$ cat config.mk
export PLATFORM = sky130hd
export DESIGN_NAME = imem_loader
export DESIGN_NICKNAME = d
export VERILOG_FILES = /design/src/rtl/imem_loader_pkg.sv /design/src/rtl/imem_loader_byte_packer.sv /design/src/rtl/imem_loader.sv
export SDC_FILE = /design/constraint.sdc
export NUM_CORES = 1
export LEC_CHECK = 0
export BUFFER_PORTS_ARGS = -buffer_cell sky130_fd_sc_hd__buf_2
export CAP_MARGIN = 10
export CORE_MARGIN = 2
export CORE_UTILIZATION = 53
export CTS_CLUSTER_DIAMETER = 30
export DETAILED_ROUTE_END_ITERATION = 16
export PLACE_DENSITY = 0.92
export REMOVE_ABC_BUFFERS = 1
export SYNTH_ARGS = -nofsm -noshare
export SYNTH_HDL_FRONTEND = slang
export SYNTH_SLANG_ARGS = --single-unit
$ cat constraint.sdc
create_clock -name clk -period 2.5 [get_ports clk]
set_clock_uncertainty 0.15 [all_clocks]
set_input_delay 0.375 -clock clk [delete_from_list [all_inputs] [get_ports clk]]
set_output_delay 0.375 -clock clk [all_outputs]
set_load 0.005 [all_outputs]
$ cat src/rtl/imem_loader_pkg.sv
// Shared constants for the instruction-memory loader: memory geometry and FSM encodings.
package imem_loader_pkg;

    localparam int IMEM_DEPTH     = 1024;
    localparam int BYTES_PER_WORD = 4;

    localparam logic [1:0] S_IDLE  = 2'd0;
    localparam logic [1:0] S_RECV  = 2'd1;
    localparam logic [1:0] S_WRITE = 2'd2;
    localparam logic [1:0] S_DONE  = 2'd3;

endpackage

$ cat src/rtl/imem_loader_byte_packer.sv
// Packs accepted bytes big-endian into a 32-bit word; the first byte ends up in [31:23+1].
// Zero latency: word_full is high while three bytes are held, so the next accept completes the word.
module byte_packer (
    input  logic        clk,
    input  logic        reset,
    input  logic        clear,
    input  logic        accept,
    input  logic [7:0]  byte_in,
    output logic [31:0] word,
    output logic        word_full
);

    logic [1:0] cnt;

    always_ff @(posedge clk or posedge reset) begin
        if (reset) begin
            word <= '0;
            cnt  <= '0;
        end else if (clear) begin
            word <= '0;
            cnt  <= '0;
        end else if (accept) begin
            word <= {word[23:0], byte_in};
            cnt  <= cnt + 2'd1;
        end
    end

    assign word_full = (cnt == 2'd3);

endmodule

$ cat src/rtl/imem_loader.sv
// Loads a byte stream into instruction memory one packed word at a time, stalling the CPU meanwhile.
// Latency: last byte of a word accepted at edge N -> mem_we in cycle N+1; done follows the final write.
module imem_loader
    import imem_loader_pkg::*;
#(
    parameter int ADDR_WIDTH = 10,
    parameter int DATA_WIDTH = 32
) (
    input  logic                  clk,
    input  logic                  reset,
    input  logic                  start,
    input  logic [ADDR_WIDTH:0]   num_words,
    input  logic [7:0]            byte_in,
    input  logic                  byte_valid,
    output logic                  byte_ready,
    output logic                  mem_we,
    output logic [31:0]           mem_addr,
    output logic [DATA_WIDTH-1:0] mem_wdata,
    output logic                  busy,
    output logic                  done,
    output logic                  cpu_stall
);

    localparam logic [ADDR_WIDTH:0] MAX_WORDS = {1'b1, {ADDR_WIDTH{1'b0}}};

    logic [1:0]          state;
    logic [ADDR_WIDTH:0] word_idx;
    logic [ADDR_WIDTH:0] count;
    logic [31:0]         packed_word;
    logic                word_full;
    logic                accept;

    assign accept = byte_valid & byte_ready;

    // The packer is cleared at the edge that ends WRITE, so its word stays intact while being written.
    byte_packer u_packer (
        .clk       (clk),
        .reset     (reset),
        .clear     (mem_we),
        .accept    (accept),
        .byte_in   (byte_in),
        .word      (packed_word),
        .word_full (word_full)
    );

    always_ff @(posedge clk or posedge reset) begin
        if (reset) begin
            state    <= S_IDLE;
            word_idx <= '0;
            count    <= '0;
        end else begin
            case (state)
                S_IDLE: begin
                    if (start) begin
                        word_idx <= '0;
                        count    <= (num_words > MAX_WORDS) ? MAX_WORDS : num_words;
                        state    <= (num_words == '0) ? S_DONE : S_RECV;
                    end
                end
                S_RECV: begin
                    if (accept && word_full) begin
                        state <= S_WRITE;
                    end
                end
                S_WRITE: begin
                    word_idx <= word_idx + 1'b1;
                    state    <= ((word_idx + 1'b1) == count) ? S_DONE : S_RECV;
                end
                default: state <= S_IDLE;
            endcase
        end
    end

    // Address and data are forced to zero outside WRITE so the port is quiet between words.
    assign byte_ready = (state == S_RECV);
    assign mem_we     = (state == S_WRITE);
    assign mem_addr   = mem_we ? {{(32 - ADDR_WIDTH - 3){1'b0}}, word_idx, 2'b00} : 32'd0;
    assign mem_wdata  = mem_we ? DATA_WIDTH'(packed_word) : '0;
    assign busy       = (state == S_RECV) || (state == S_WRITE);
    assign done       = (state == S_DONE);
    assign cpu_stall  = busy;

endmodule

==> summary.txt <==
GRT
  • Largest net degree at the start of global routing: 60
  • Initial antenna violation count: 0
  • Overall global routing resource usage: between 10% and 20%
  • Vias in the first global route: 2,579
  • First-pass GRT wire length: between 10,000 and 15,000 um
  • Total gr overflow: 0

Clocking
  • Max Root-Sink Buffers: 2
  • # hold bufs at CTS: 1
  • CTS root buf: clkbuf_8
  • # Post-CTS Setup Buffers: 0
  • Clk_lat worst skew: between 0.3 and 0.4 ns
  • Clock Sinks: 58
  • Reg clk slew, reported paths: ~0.060 ns
  • TritonCTS Buffers: 9
  • CTS H-tree depth: 3
  • CTS resizes: 0
  • CTS tree: built

Detailed routing
  • Wirelength, routed: 6820 um
  • Wirelength per Cell: 12.8 um
  • Drt pass-1 iters: 5
  • DRT iter0 DRCs: roughly 160
  • DR DRC count: 0
  • Vias per cell: around 5.3
  • DRT antenna net count: 0
  • Routed via count: between 2,000 and 3,000

Synthesis
  • Synth Flop Type: dfrtp_1
  • Cell taking the most area after synthesis: dfrtp_1
  • Sequential share of the synthesized area: a little over two fifths
  • Asr flop ratio synth: 100%
  • Top post-synthesis cells by area: dfrtp_1 (43%), nand2_1 (9.7%), and2_1 (8.2%), a21oi_1 (5.7%), buf_4 (4.9%)
  • Post-synth EDFFs: 0
  • Mean post-synth cell area: 8.56 um2
  • Yosys reg bits: a little under 60
  • Post-Syn Instances: ~390
  • Most common cell in the synthesized netlist: nand2_1
  • Synthesized cell area: between 3000 and 4000 um2
  • Post-synth top cells: nand2_1 (87), dfrtp_1 (58), and2_1 (44)
  • Yosys top cell area share: ~43%
  • Yosys warns: 0
  • Library cells used by synthesis: 42

Place
  • Setup Slack @ Placement: roughly 0.33 ns
  • Detail Placement HPWL: a little under 5000 um
  • DP Area: 3680 um2
  • DP Cell Count: slightly above 500
  • Port Buffers: 70
  • GP Congestion: slightly below 0.9

Pwr
  • Pwr dens: around 900 nW/um2
  • VDD IR max: slightly above 600 uV
  • Total power: between 3 and 4 mW
  • Leakage: ~1.9 nW

Critical path
  • Buffers & Inverters on Critical Path: 0
  • Crit start category: flop
  • Crit-path cells: ha_1 > nand2_1 > nor3_1 > xnor2_1 > o21ai_0 > o41ai_1 > and3_1
  • Setup crit end kind: flop
  • Crit path max-delay family: simple AND/OR/NAND/NOR gates
  • Max incr delay on CP: between 0.4 and 0.5 ns
  • CP max stage cell: dfrtp_1
  • CP Data Required Time: roughly 2.6 ns
  • Crit path depth: 7
  • CP Class: reg2reg
  • Reg2reg path depth: 7
  • Crit Path Max Fanout: 6
  • Critical Path AT: ~2.3 ns

Final layout
  • Non-Filler Instances: roughly 530
  • Share of cells above drive strength 1: a little over a fifth
  • Final nets: 482
  • Area growth from synthesis to layout: 14.9%
  • Final core occ: around three fifths
  • Cell area after layout: around 3900 um2
  • N_diodes: 0

Floorplan
  • Die height: 83.7 um
  • Core area: 6240 um2
  • # IOs: about 90
  • Rows: 29
  • Die area: ~7000 um2
  • Initial Util: 53.9%
  • Die width: 83.7 um

STA
  • Max_slew headroom: between 60% and 70%
  • Final setup viols: 0
  • Hold Fails Final Rpt: 0
  • Max Clock Freq: around 460 MHz
  • RSZ-0062 raised after global routing: no
  • Post-route setup slack: around 0.31 ns
  • Max Slew Vio Count: 0
  • Final period utilization: roughly 87%
  • Tmin final: 2.19 ns
  • Worst-Margin Slew: a little under 0.6 ns

Status
  • Status: completed

Flow run
  • MaxCap Viol Count: 0

Min path
  • Min-delay worst type: in2reg
  • Hold path depth: 3
power breakdown:
group / internal, mW / switching [mW]
combinational: 0.534 / 0.715
sequential: 1.28 / 0.271
clock: 0.403 / 0.329
cells in the final DEF, fill, tap and decap left out, types with 8 or more instances in the layout:
cell / count
clkbuf_8: 11
dfrtp_1: 58
conb_1: 21
xnor2_1: 8
nor3_1: 10
nor2_1: 8
nand2b_1: 10
nand2_1: 87
o21ai_0: 16
and2_1: 44
a21oi_1: 38
a22o_1: 12
buf_2: 70
per-stage QoR:
step	hold WS [ns]	setup TNS, ns
global placement	0.320	0
finish	0.133	0
CTS	0.120	0
floorplan	0.319	-14.55
detailed placement	0.324	0
global route	0.116	0
routing by layer:
layer / global-route usage [%] / wire [um] / vias to the layer above
met1: 26.0 / 3130 / 1341
li1: - / - / 1386
met3: 5.34 / 329 / 2
met2: 31.8 / 3320 / 76
met5: 0 / 0 / -
met4: 7.77 / 33 / 0
registers in the layout (all words and copies together) (netlist names):
register       flops
u_packer.word     32
count             11
word_idx          11
state              2
u_packer.cnt       2
cell families after synthesis:
logic type / after synthesis / synth area share (%)
AND/OR/NAND/NOR: 176 / 25.9
AO/OA/AOI/OAI: 83 / 15.4
flip-flops: 58 / 43.2
buffers and inverters: 53 / 8.78
XOR/XNOR: 13 / 3.39
adder cells (fa/ha/maj): 6 / 2.23
multiplexers: 3 / 0.967
other: 1 / 0.112
final cells by class:
type / instances / area (um2)
clock buffers: 12 / 155
clock inverters: 3 / 15.0
fillers: 530 / 2380
inverters: 4 / 15.0
multi-input cells: 302 / 1690
flip-flops and latches: 58 / 1450
well taps: 77 / 96.3
repair buffers: 78 / 438
path summary, 6_finish.rpt:
check                                  from           endpoint  slack, ns
worst max-delay path            word_idx[0]           state[1]       0.31
worst min-delay path             byte_in[3]   u_packer.word[3]       0.13
worst max register to register  word_idx[0]           state[1]       0.31
worst min register to register     count[1]           count[1]       0.36
max in group asynchronous             reset  u_packer.word[11]       1.11
min in group asynchronous             reset        word_idx[9]       0.52
worst reg2reg max path, stage by stage (launching register included):
cell and delay (ns):
dfrtp_1 0.46, ha_1 0.28, nand2_1 0.15, nor3_1 0.32, xnor2_1 0.16, o21ai_0 0.10, o41ai_1 0.31, and3_1 0.20
Note: power is estimated with default switching activity, not from simulation.
